==> src/rtl/mod_n_down_timer.sv <==
// mod_n_down_timer: programmable mod-N down-counter/timer with load/start/pause control FSM
//
// Counts down from a loaded value to 0, then stops (one-shot) or reloads N-1
// (periodic), raising a one-cycle registered terminal-count pulse on each expiry.
//
// Parameters:
//   K  counter width in bits
//   N  modulus, reload value is N-1 (2 <= N <= 2^K)
//
// Ports:
//   CLK          system clock, rising edge
//   RST          asynchronous active-low reset
//   load         load request, highest priority, returns to IDLE
//   load_val     value to load, saturated to N-1
//   start        start request, honoured only in IDLE or DONE
//   pause        level, freezes RUN while high
//   auto_reload  level, 1 = periodic, 0 = one-shot (sampled at count==0)
//   count        registered counter value
//   tc           registered one-cycle terminal-count pulse
//   busy         high in RUN or PAUSE
//   done         high in DONE
//   borrow_out   (only with TIMER_BORROW_OUT_EN) combinational cascade enable
//
// Optional feature macro: TIMER_BORROW_OUT_EN
module mod_n_down_timer #(
    parameter int K = 4,
    parameter int N = 10
) (
    input  logic         CLK,
    input  logic         RST,
    input  logic         load,
    input  logic [K-1:0] load_val,
    input  logic         start,
    input  logic         pause,
    input  logic         auto_reload,
    output logic [K-1:0] count,
    output logic         tc,
    output logic         busy,
    output logic         done
`ifdef TIMER_BORROW_OUT_EN
    ,
    output logic         borrow_out
`endif
);
    typedef enum logic [1:0] {
        IDLE  = 2'b00,
        RUN   = 2'b01,
        PAUSE = 2'b10,
        DONE  = 2'b11
    } state_t;

    localparam logic [K-1:0] RELOAD = K'(N - 1);

    state_t       state_q;
    logic [K-1:0] count_q;
    logic         tc_q;
    logic [K-1:0] load_sat;

    assign load_sat = (load_val > RELOAD) ? RELOAD : load_val;

    always_ff @(posedge CLK or negedge RST) begin
        if (!RST) begin
            state_q <= IDLE;
            count_q <= '0;
            tc_q    <= 1'b0;
        end else begin
            tc_q <= 1'b0;
            if (load) begin
                count_q <= load_sat;
                state_q <= IDLE;
            end else begin
                case (state_q)
                    IDLE, DONE: begin
                        if (start) begin
                            state_q <= RUN;
                            // A start from zero arms a full period instead of expiring at once
                            if (count_q == '0) count_q <= RELOAD;
                        end
                    end
                    RUN: begin
                        if (pause) state_q <= PAUSE;
                        else if (count_q != '0) count_q <= count_q - 1'b1;
                        else begin
                            tc_q <= 1'b1;
                            if (auto_reload) count_q <= RELOAD;
                            else state_q <= DONE;
                        end
                    end
                    default: begin
                        if (!pause) state_q <= RUN;
                    end
                endcase
            end
        end
    end

    assign count = count_q;
    assign tc    = tc_q;
    assign busy  = (state_q == RUN) || (state_q == PAUSE);
    assign done  = (state_q == DONE);

`ifdef TIMER_BORROW_OUT_EN
    // Fires in the same cycle the expiry edge will be taken, so a cascaded stage steps with no lag
    assign borrow_out = (state_q == RUN) && (count_q == '0) && !pause && !load;
`endif

endmodule
==> config.mk <==
export PLATFORM = sky130hd
export DESIGN_NAME = mod_n_down_timer
export DESIGN_NICKNAME = d
export VERILOG_FILES = /design/src/rtl/mod_n_down_timer.sv
export SDC_FILE = /design/constraint.sdc
export NUM_CORES = 1
export LEC_CHECK = 0
export CORE_ASPECT_RATIO = 0.8
export CORE_MARGIN = 4
export CORE_UTILIZATION = 25
export DETAILED_ROUTE_END_ITERATION = 6
export SYNTH_ARGS = -nofsm -noshare
export SYNTH_HDL_FRONTEND = slang
export SYNTH_SLANG_ARGS = --single-unit
export TNS_END_PERCENT = 1
==> constraint.sdc <==
create_clock -name CLK -period 2.1 [get_ports CLK]
set_input_delay 0.315 -clock CLK [delete_from_list [all_inputs] [get_ports CLK]]
set_output_delay 0.315 -clock CLK [all_outputs]
set_load 0.01 [all_outputs]
== Yosys cells after proc, flatten, opt, wreduce, memory -nomap -nowiden ==
Index checks and enable logic that the tools add are counted.

* Bits in registers: 7
* Output and inout port bits: 7
* Word-level logic and storage cells: 42

* $add $sub $neg: 1
* Magnitude comparators: 1
* Equal/unequal tests: 10
* Muxes and demuxes: 19
* Reductions and logical operators: 8

{| class="wikitable"
|+ Operator list
! operator !! count
|-
| $mux W4 || 7
|-
| $mux W2 || 6
|-
| $ne A4 B4 Y1 const B || 3
|-
| $ne A3 B3 Y1 const B || 3
|-
| $pmux W4 S2 || 1
|-
| $reduce_and A5 Y1 || 1
|-
| $eq A2 B2 Y1 const B || 2
|-
| $gt A4 B4 Y1 const B || 1
|-
| $logic_not A4 Y1 || 1
|-
| $mux W1 || 4
|-
| $ne A4 B2 Y1 const B || 1
|-
| $pmux W2 S2 || 1
|-
| $reduce_and A4 Y1 || 1
|-
| $reduce_bool A4 Y1 || 1
|-
| $sub A4 B1 Y4 const B || 1
|-
| $reduce_bool A3 Y1 || 1
|-
| $eq A2 B1 Y1 const B || 1
|-
| $logic_not A2 Y1 || 1
|-
| $reduce_or A2 Y1 || 1
|-
| $logic_or A1 B1 Y1 || 1
|}

== Depth between registers and ports, before layout ==
* Depth after elaboration: 5
* Gate-level depth with buffers: 6

== Worst setup path before layout ==
Ideal clock, no wire load.

* Path kind: reg2reg
* From: register count_q[0] (netlist: count[0])
* To: register count_q[3] (netlist: count[3])
* Setup time: 0.120 ns
* Arrival time: 1.523 ns
* Path slack: 0.456 ns
* Cell stages (with the launch flop): 7
* Path through: dfrtp_1 -> inv_1 -> ha_1 -> or3b_4 -> o21ai_2 -> a21oi_2 -> o211a_1

* Word-level cells in the longest chain between the ends: 5
* Elaborated cells on any way between the ends: 10
* Classes of those cells: add/sub: 1; eq/ne: 2; mux: 4; reduce/logical: 3

{| class="wikitable"
|+ Ends and longest elaborated chain
! element !! line !! source
|-
| start: declaration || 55 || <nowiki>logic [K-1:0] count_q;</nowiki>
|-
| start signal: assignment || 69 || <nowiki>count_q <= load_sat;</nowiki>
|-
| start signal: assignment || 82 || <nowiki>else if (count_q != '0) count_q <= count_q - 1'b1;</nowiki>
|-
| $sub A4 B1 Y4 / $reduce_bool A4 Y1 (equally long branches) || 82 ||
|-
| $mux W4 || 82 ||
|-
| $mux W4 || 81 || <nowiki>if (pause) state_q <= PAUSE;</nowiki>
|-
| $pmux W4 S2 || 72 || <nowiki>case (state_q)</nowiki>
|-
| $mux W4 || 68 || <nowiki>if (load) begin</nowiki>
|}

Parallel ways exist; a longest one is shown, timed or not. The select of a mux whose other input is x is not followed.
A chain may end at the register's enable or synchronous reset.

== Worst setup path in the final report ==
* From: register state_q[0]
* To: output port busy

* Word-level cells in the longest chain between the ends: 2
* Elaborated cells on any way between the ends: 3
* Classes of those cells: eq/ne: 2; reduce/logical: 1

{| class="wikitable"
|+ Ends and longest elaborated chain
! element !! line !! source
|-
| start: declaration || 54 || <nowiki>state_t state_q;</nowiki>
|-
| start signal: assignment || 63 || <nowiki>state_q <= IDLE;</nowiki>
|-
| start signal: assignment || 70 || <nowiki>state_q <= IDLE;</nowiki>
|-
| start signal: assignment || 75 || <nowiki>state_q <= RUN;</nowiki>
|-
| $eq A2 B1 Y1 / $eq A2 B2 Y1 (equally long branches) || 99 || <nowiki>assign busy = (state_q == RUN) || (state_q == PAUSE);</nowiki>
|-
| $logic_or A1 B1 Y1 * || 99 ||
|-
| end: declaration || 38 || <nowiki>output logic busy,</nowiki>
|}

Every way passes the cells marked *; elsewhere a longest branch is shown, timed or not.

==> flow_metrics.tcl <==
set metrics [dict create \
    synth_cell_type_count 28 \
    synth_top_area_share_pct 31.7 \
    drive_gt1_share_pct 14.1 \
    met1_length_um 582 \
    status "complete, no violations" \
    pre_cts_slack_ps 305 \
    synth_ff_type "dfrtp_1" \
    syn_area_um2 552 \
    ctsHtreeMaxLevel 1 \
    clk_pin_slew_ps 60 \
    critical_path_class "reg2out" \
    instances_no_fill 102 \
    die_y_um 50.0 \
    slew_violations 0 \
    layout_commonest_cell "clkdlybuf4s50_1" \
    antennaDiodeCount 0 \
    finalHoldViolCount 0 \
    vias 514 \
    die_x_um 60.5 \
    overflow 0 \
    pin_count 17 \
    cp-end-kind "output port" \
    antenna_found_initial 0 \
    drcViolationCount 0 \
    synth-edff-count 0 \
    met3_length_um 95 \
    worstPathMaxFanout 5 \
    clk_path_buf_depth 2 \
    tightest_slew_ps 365 \
    path_cells "inv_1 -> ha_1 -> inv_1 -> clkdlybuf4s50_1" \
    grt_util_all_layers_pct 10.5 \
    cts.sinks 7 \
    period_share_pct 95.9 \
    ctsResizeCount 0 \
    holdCritPathClass "in2async" \
    fin_crit_ps 2010 \
    routedWlPerCell_um 13.1 \
    synthArstFlopShare_pct 100 \
    p_seq_share_pct 30.7 \
    grt_start_max_net_pins 8 \
    fin_skew_ps 5.68 \
    cts_buffers 3 \
    grt_pass1_wl_mm 2.37 \
    rsz0062_at_grt "false" \
    p_leak_nw 0.335 \
    worstPathRequired_ps 1780 \
    rr_worst_depth 6 \
    routabilityCongestion 0.808 \
    core-area_um2 1980 \
    cp.arrival_ps 1700 \
    setup_viol 0 \
    pwr_density_cell_nw_per_um2 867 \
    fin_util_pct 39.2 \
    wl_met2_um 629 \
    synth_cells 56 \
    tns_ps 0 \
    finalNetCount 94 \
    ctsHoldBuffers 0 \
    hpwl_mm 1.09 \
    whs_ps 319 \
    power.total_uw 673 \
    yosys_warnings 0 \
    r2r_end "count[1]" \
    yosys-top-cells-area "dfrtp_1 (32%), ha_1 (11%), inv_1 (6.8%), mux2i_1 (5.4%), nand2b_1 (4.5%)" \
    ir_worst_vdd_uv 461 \
    placed_cells 96 \
    root_buffer "clkbuf_4" \
    cts_tree "built" \
    place_area_um2 734 \
    first_pass_iters 4 \
    critPathMaxStageDelay_ps 530 \
    die_area_um2 3030 \
    vias_per_cell 5.04 \
    areaGrowthSynthToFinish_pct 40.6 \
    num_rows 14 \
    yosysTopAreaCell "dfrtp_1" \
    top_layer "met4" \
    yosysSeqAreaShare_pct 31.7 \
    slew_headroom_pct 75.6 \
    dr.first_iter.drc_count 8 \
    port_buffers 16 \
    syn_nets 71 \
    cp_common_cell "inv_1" \
    start_util_pct 27.9 \
    cap_violations 0 \
    p_int_uw 415 \
    comb_power_share_pct 50.0 \
    cp-start-kind "register" \
    avgSynthCellArea_um2 9.85 \
    switching_share_pct 38.3 \
    totalWireLength_mm 1.34 \
    p_switching_uw 258 \
    max_clock_freq_ghz 0.497 \
    ant_nets 0 \
    ys_ff_latch 7 \
    worstSkewPairLatency_ps 260 \
    r2r_slack_ps 340 \
    fin_area_um2 776 \
    fin_ws_ps 86.1 \
    grt_pass1_vias 541 \
    reg2reg_from "count[0]" \
    cp_slowest_cell "clkdlybuf4s50_1" \
    power.share.clock_pct 19.3 \
    layout_common_cells "clkdlybuf4s50_1 (16), inv_1 (10), dfrtp_1 (7)" \
]
==> worst max-delay path, delay by kind of cell (launching register included) <==
| family | cells | cell delay (ps) |
|---|---|---|
| buf+inv | 3 | 670 |
| fa+ha+maj | 1 | 370 |
| flops | 1 | 400 |
==> cell type report <==
cell class,instances,area [µm²]
inverters,10,37.5
fillers,204,1200
clock buffers,4,26.3
flip-flops and latches,7,175
multi-input cells,38,324
repair buffers,19,183
well taps,24,30.0
==> sequential cells by signal (all words and copies together), names as in the netlist <==
register  cells
state_q       2
count         4
tc            1
==> cell families (layout without fill, tap and decap cells) <==
| logic type | Yosys count | in the layout | synth area share, % |
|---|---|---|---|
| AO/OA/AOI/OAI | 16 | 16 | 22.7 |
| adder cells (fa/ha/maj) | 5 | 5 | 11.3 |
| flip-flops | 7 | 7 | 31.7 |
| multiplexers | 3 | 3 | 5.44 |
| AND/OR/NAND/NOR | 14 | 14 | 19.3 |
| buffers and inverters | 11 | 33 | 9.52 |
==> layer usage <==
metal / track usage [%] / vias to the layer above
met4: 6.14 / 0
met2: 14.7 / 21
met5: 0 / -
li1: - / 247
met1: 13.0 / 241
met3: 4.70 / 5
==> synthesized netlist by cell type (2+ instances only) <==
master	count
ha_1	5
o21ai_0	2
inv_1	10
a22oi_1	2
nor2_1	3
dfrtp_1	7
nand2b_1	4
mux2i_1	3
==> worst max-delay path by stage <==
stage	start	end	slack, ps	cells past startpoint
global placement	state_q[0]	busy	340	4
CTS	state_q[0]	busy	50	4
finish	state_q[0]	busy	90	4
global route	state_q[0]	busy	30	4
floorplan	count[0]	count[3]	460	6
detailed placement	auto_reload	count[1]	300	5
==> power by group through the flow <==
| stage | sequential (mW) | clock [mW] | combinational, mW |
|---|---|---|---|
| finish | 0.207 | 0.130 | 0.336 |
| global route | 0.213 | 0.141 | 0.371 |
| CTS | 0.207 | 0.135 | 0.323 |
| detailed placement | 0.210 | 0 | 0.321 |
| global placement | 0.209 | 0 | 0.319 |
| floorplan | 0.210 | 0 | 0.191 |
==> timing repair <==
| action | CTS | global route |
|---|---|---|
| setup buffers | 0 | 2 |
| setup endpoints to repair | 0 | 1 |
| hold endpoints to repair | 0 | 0 |
Note: power is estimated with default switching activity, not from simulation.
